===== src/rtl/mem_stage_pipe.sv =====
// MEM pipeline stage: passes ALU results to WB and runs one data-memory
// transaction per load/store, stalling upstream until ack or timeout.
module mem_stage_pipe #(
  parameter int REG_AW  = 5,
  parameter int ADDR_W  = 32,
  parameter int TIMEOUT = 15
) (
  input  logic              clk,
  input  logic              rst,
  input  logic              in_valid,
  input  logic [REG_AW-1:0] dest_addr,
  input  logic              write_or_not,
  input  logic [31:0]       wdata,
  input  logic [31:0]       store_data,
  input  logic [2:0]        mem_op,
  output logic              dm_req,
  output logic              dm_we,
  output logic [ADDR_W-1:0] dm_addr,
  output logic [3:0]        dm_be,
  output logic [31:0]       dm_wdata,
  input  logic [31:0]       dm_rdata,
  input  logic              dm_ack,
  output logic              stall_req,
  output logic [REG_AW-1:0] dest_addr_output,
  output logic              write_or_not_output,
  output logic [31:0]       wdata_output,
  output logic              align_err,
  output logic              bus_err,
  output logic              fsm_state
);

  typedef enum logic {IDLE = 1'b0, BUSY = 1'b1} state_t;

  localparam logic [2:0] OP_NONE = 3'd0, OP_LB = 3'd1, OP_LBU = 3'd2, OP_LH = 3'd3,
                         OP_LHU = 3'd4, OP_LW = 3'd5, OP_SB = 3'd6, OP_SW = 3'd7;
  localparam int CW = $clog2(TIMEOUT + 1);

  state_t            state_q, state_d;
  logic [CW-1:0]     cnt_q, cnt_d;
  logic [2:0]        op_q, op_d;
  logic [31:0]       addr_q, addr_d;
  logic [31:0]       sdata_q, sdata_d;
  logic [REG_AW-1:0] dest_q, dest_d;
  logic              we_q, we_d;
  logic [REG_AW-1:0] dest_out_q, dest_out_d;
  logic              we_out_q, we_out_d;
  logic [31:0]       wd_out_q, wd_out_d;
  logic              align_q, align_d;
  logic              bus_q, bus_d;

  logic        in_aligned, accept, busy;
  logic [31:0] byte_lane, half_lane, load_data;
  logic [ADDR_W-1:0] busy_addr;

  assign busy      = (state_q == BUSY);
  assign busy_addr = addr_q[ADDR_W-1:0];
  assign fsm_state = state_q;

  always_comb begin
    in_aligned = 1'b1;
    case (mem_op)
      OP_LH, OP_LHU: in_aligned = (wdata[0] == 1'b0);
      OP_LW, OP_SW:  in_aligned = (wdata[1:0] == 2'b00);
      default:       in_aligned = 1'b1;
    endcase
  end

  assign accept = in_valid && (mem_op != OP_NONE) && in_aligned;

  // rst gates the IDLE term so the stall drops before the next edge.
  assign stall_req = !rst && ((!busy && accept) || (busy && !dm_ack));

  assign dm_req   = busy;
  assign dm_we    = busy && (op_q == OP_SB || op_q == OP_SW);
  assign dm_addr  = {busy_addr[ADDR_W-1:2], 2'b00};
  assign dm_wdata = (op_q == OP_SB) ? {4{sdata_q[7:0]}} : sdata_q;

  always_comb begin
    dm_be = 4'b0000;
    if (busy) begin
      case (op_q)
        OP_LW, OP_SW:  dm_be = 4'b1111;
        OP_LH, OP_LHU: dm_be = 4'b0011 << {addr_q[1], 1'b0};
        default:       dm_be = 4'b0001 << addr_q[1:0];
      endcase
    end
  end

  always_comb begin
    byte_lane = dm_rdata >> {addr_q[1:0], 3'b000};
    half_lane = dm_rdata >> {addr_q[1], 4'b0000};
    case (op_q)
      OP_LB:   load_data = {{24{byte_lane[7]}}, byte_lane[7:0]};
      OP_LBU:  load_data = {24'h0, byte_lane[7:0]};
      OP_LH:   load_data = {{16{half_lane[15]}}, half_lane[15:0]};
      OP_LHU:  load_data = {16'h0, half_lane[15:0]};
      OP_LW:   load_data = dm_rdata;
      default: load_data = addr_q;
    endcase
  end

  always_comb begin
    state_d    = state_q;
    cnt_d      = cnt_q;
    op_d       = op_q;
    addr_d     = addr_q;
    sdata_d    = sdata_q;
    dest_d     = dest_q;
    we_d       = we_q;
    dest_out_d = dest_out_q;
    we_out_d   = 1'b0;
    wd_out_d   = wd_out_q;
    align_d    = 1'b0;
    bus_d      = 1'b0;
    case (state_q)
      IDLE: begin
        if (in_valid) begin
          if (mem_op == OP_NONE) begin
            dest_out_d = dest_addr;
            we_out_d   = write_or_not;
            wd_out_d   = wdata;
          end else if (in_aligned) begin
            state_d = BUSY;
            cnt_d   = '0;
            op_d    = mem_op;
            addr_d  = wdata;
            sdata_d = store_data;
            dest_d  = dest_addr;
            we_d    = write_or_not;
          end else begin
            dest_out_d = dest_addr;
            wd_out_d   = wdata;
            align_d    = 1'b1;
          end
        end
      end
      BUSY: begin
        // Ack is tested first so an ack on the last allowed cycle completes.
        if (dm_ack) begin
          state_d    = IDLE;
          dest_out_d = dest_q;
          we_out_d   = we_q;
          wd_out_d   = load_data;
        end else if (cnt_q == CW'(TIMEOUT - 1)) begin
          state_d = IDLE;
          bus_d   = 1'b1;
        end else begin
          cnt_d = cnt_q + 1'b1;
        end
      end
      default: state_d = IDLE;
    endcase
  end

  always_ff @(posedge clk or posedge rst) begin
    if (rst) begin
      state_q    <= IDLE;
      cnt_q      <= '0;
      op_q       <= OP_NONE;
      addr_q     <= '0;
      sdata_q    <= '0;
      dest_q     <= '0;
      we_q       <= 1'b0;
      dest_out_q <= '0;
      we_out_q   <= 1'b0;
      wd_out_q   <= '0;
      align_q    <= 1'b0;
      bus_q      <= 1'b0;
    end else begin
      state_q    <= state_d;
      cnt_q      <= cnt_d;
      op_q       <= op_d;
      addr_q     <= addr_d;
      sdata_q    <= sdata_d;
      dest_q     <= dest_d;
      we_q       <= we_d;
      dest_out_q <= dest_out_d;
      we_out_q   <= we_out_d;
      wd_out_q   <= wd_out_d;
      align_q    <= align_d;
      bus_q      <= bus_d;
    end
  end

  assign dest_addr_output    = dest_out_q;
  assign write_or_not_output = we_out_q;
  assign wdata_output        = wd_out_q;
  assign align_err           = align_q;
  assign bus_err             = bus_q;

endmodule


===== config.mk =====
export PLATFORM = sky130hd
export DESIGN_NAME = mem_stage_pipe
export DESIGN_NICKNAME = d
export VERILOG_FILES = /design/src/rtl/mem_stage_pipe.sv
export SDC_FILE = /design/constraint.sdc
export NUM_CORES = 1
export LEC_CHECK = 0
export ABC_AREA = 0
export ABC_CLOCK_PERIOD_IN_PS = 3800
export CAP_MARGIN = 40
export CORE_MARGIN = 2
export CORE_UTILIZATION = 42
export DETAILED_ROUTE_END_ITERATION = 8
export GPL_ROUTABILITY_DRIVEN = 0
export GPL_TIMING_DRIVEN = 1
export PLACE_DENSITY = 0.83
export SLEW_MARGIN = 10
export SYNTH_ARGS = -nofsm -noshare
export SYNTH_HDL_FRONTEND = slang
export SYNTH_SLANG_ARGS = --single-unit
export TNS_END_PERCENT = 100

===== constraint.sdc =====
create_clock -name clk -period 3.8 [get_ports clk]
set_clock_uncertainty 0.15 [all_clocks]
set_input_delay 0.57 -clock clk [delete_from_list [all_inputs] [get_ports clk]]
set_output_delay 0.57 -clock clk [all_outputs]
set_load 0.02 [all_outputs]

==> flow_summary.ini <==
[outcome]
status = completed

[route]
vias_per_cell = 5.43
routed_wl_microns = 19800
vias = 5774
drt_iter0_markers = 340
wl_per_cell_microns = 18.6
dr.pass1.iters = 5
drcViolationCount = 0
detail-route-antenna-nets = 0

[critical_path]
path_max_fanout = 9
worstSetupPathType = reg2out
cp.required_ns = 3.08
arrival_ns = 2.59
ff2ff_setup_slack_ns = 1.12
endpoint_kind = output port
startpoint_type = flop

[global_routing]
antenna_found_initial = 0
grt_overflow = 0
grt_start_max_net_pins = 119
grt_use_total_pct = 23.9
grt_pass1_wl_microns = 30900
grt_pass1_vias = 5854

[cells_and_area]
n_antenna_cell = 0
layout.area.seq_sq_um = 2950
drive_gt1_share_pct = 15.4
area_delta_synth_final_pct = 40.3
fill_cells = 1312
multi_input_comb_area_sq_um = 3120
nets = 951

[sta]
rsz0062_at_grt = no
slew_violations = 0
period_needed_ns = 3.31
slew_headroom_pct = 40.4
max_freq_mhz = 302
fin_crit_sh_pct = 87.1
hold_ws_ns = 0.355
finalSetupViolCount = 0
setup_tns_ns = 0
layout_setup_ws_ns = 0.490
worstMarginPinSlew_ns = 0.894
hold_viol_final = 0

[job]
max_cap_viol_count = 0

[clocking]
cts_hold_buf = 0
cts_buffers = 17
cts_buffer_depth = 2
numClockSinks = 118
ctsResizeCount = 0
clk_pin_slew_ns = 0.05
insertion_delay_ns = 0.41
htree_levels = 4
cts_tree = done
post-cts-setup-buffers = 0
cts_root_buf = clkbuf_16

[floorplan]
initial_core_util_pct = 43.2
dieHeight_microns = 129
io_pins = 221
rows = 45
core_sq_um = 15300
dieArea_sq_um = 16800
chipWidth_microns = 129

[logic_synthesis]
synth-seq-cells = 118
synth_area_per_cell_sq_um = 9.70
yosys_warnings = 0
synth_top_family_by_area = multiplexers
yosys.area_share.xor_xnor_pct = 0.397
synth-compound-area-share_pct = 15.6
synthAdderAreaFrac_pct = 0.378
synth_simple_gate_area_share_pct = 14.6
syn_inst = 682
synthDistinctLibCells = 46
yosysSeqAreaShare_pct = 44.6
synth_area_sq_um = 6610
synthMuxAreaShare_pct = 15.8

[power_and_ir_drop]
p_per_area_nw_per_um2 = 719
power_leakage_uw = 0.00384
vdd_drop_max_mv = 0.421

[placement]
portBuffers = 218
dpl.hpwl_microns = 13700
place_ws_ns = 0.606

[worst_hold_path]
hold_class = reg2reg
-- layout make-up --
class | count | share of cell area (%)
inverter | 4 | 0.202
multi-input combinational | 469 | 33.6
clock buffer | 22 | 5.22
clock inverter | 9 | 1.59
sequential | 118 | 31.8
tap | 211 | 2.84
timing repair buffer | 230 | 24.8
-- power breakdown --
group          switching [uW]  leakage [uW]  internal [uW]
clock                     564      0.000312           1160
sequential                302       0.00139           1660
combinational            1560       0.00214           1430
total                    2420       0.00384           4250
-- metrics by stage --
step	instance area (sq um)	power (uW)	std cells	utilization (%)
after floorplan	6620	3820	683	-
after global placement	8650	4900	1032	56.5
after detailed placement	8650	4950	1032	56.5
after CTS	9280	6710	1063	60.6
after global routing	9280	7030	1063	60.6
final	9280	6670	1063	60.6
-- flip-flops by register name, summed over array words and instances (netlist names), 3 cells and up --
register          flops
dest_q                5
sdata_q              32
wdata_output         32
addr_q               32
cnt_q                 4
op_q                  3
dest_addr_output      5
-- cell usage in the layout, fill, tap and decap left out, types with 4 or more instances in the layout --
| cell | netlist | final |
|---|---|---|
| a211oi_1 | 8 | 8 |
| a21o_1 | 4 | 4 |
| a21oi_1 | 44 | 44 |
| a2bb2oi_1 | 23 | 23 |
| and2_1 | 6 | 6 |
| buf_4 | 42 | 10 |
| bufinv_16 | 0 | 4 |
| clkbuf_16 | 0 | 17 |
| clkbuf_8 | 0 | 4 |
| clkdlybuf4s50_1 | 0 | 218 |
| clkinv_2 | 0 | 4 |
| dfrtp_1 | 118 | 118 |
| mux2_2 | 80 | 80 |
| mux2i_1 | 10 | 10 |
| nand2_1 | 90 | 90 |
| nand2b_1 | 7 | 7 |
| nand3_1 | 17 | 16 |
| nand4_1 | 9 | 9 |
| nor2_1 | 29 | 29 |
| nor2b_1 | 17 | 17 |
| nor3_1 | 6 | 6 |
| o211ai_1 | 10 | 10 |
| o21ai_0 | 56 | 56 |
| or3_1 | 16 | 16 |
-- critical path: stages, from the launching register on --
cell and delay [ns]:
dfrtp_1 0.34, nand2_1 0.22, nor2_1 0.65, nand2_1 0.23, nand2_1 0.12, clkdlybuf4s50_1 0.62
-- kinds of logic after synthesis --
| logic type | Yosys count |
|---|---|
| AND/OR/NAND/NOR | 205 |
| AO/OA/AOI/OAI | 165 |
| flip-flops | 118 |
| buffers and inverters | 96 |
| multiplexers | 92 |
| XOR/XNOR | 3 |
| adder cells (fa/ha/maj) | 2 |
| other | 1 |
-- path summary, 6_finish.rpt --
check	start	end	cells past startpoint
min in group asynchronous	rst	addr_q[8]$_DFFE_PP0P_	3
min reg2reg	sdata_q[10]$_DFFE_PP0P_	sdata_q[10]$_DFFE_PP0P_	1
max in group asynchronous	rst	sdata_q[22]$_DFFE_PP0P_	3
min	sdata_q[10]$_DFFE_PP0P_	sdata_q[10]$_DFFE_PP0P_	1
max reg2reg	op_q[0]$_DFFE_PP0P_	wdata_output[2]$_DFFE_PP0P_	6
max	op_q[1]$_DFFE_PP0P_	dm_wdata[12]	5
-- routing by layer --
metal	vias to the layer above	routed length (microns)	track usage [%]
met4	0	534	9.11
met2	233	9460	38.6
met3	42	1450	6.94
met5	-	0	0
li1	2694	-	-
met1	2805	8360	30.7
-- synth_stat cells, drive strengths merged --
library cell | n | area [sq um]
a21oi | 44 | 220
a21o | 4 | 30.0
nand3 | 17 | 85.1
a21bo | 1 | 10.0
a211o | 1 | 8.76
nand4b | 3 | 26.3
and2 | 7 | 46.3
dfrtp | 118 | 2950
a221o | 2 | 20.0
or3 | 16 | 100
mux2 | 80 | 901
inv | 4 | 15.0
and3 | 1 | 6.26
clkbuf | 24 | 90.1
a211oi | 8 | 60.1
conb | 1 | 3.75
o211ai | 10 | 75.1
a41o | 2 | 20.0
a21boi | 3 | 22.5
nand2 | 90 | 338
or2 | 2 | 12.5
mux2i | 10 | 100
nor2b | 17 | 106
nor2 | 29 | 109
o22ai | 3 | 18.8
buf | 68 | 455
a221oi | 2 | 23.8
o21a | 1 | 7.51
xnor2 | 3 | 26.3
a2bb2oi | 23 | 201
nand4 | 9 | 56.3
mux4 | 2 | 45.0
a32o | 1 | 10.0
o21ai | 60 | 304
nor3 | 6 | 30.0
nand2b | 7 | 43.8
nor3b | 1 | 7.51
ha | 2 | 25.0
Power figures use the tool's default switching activity.
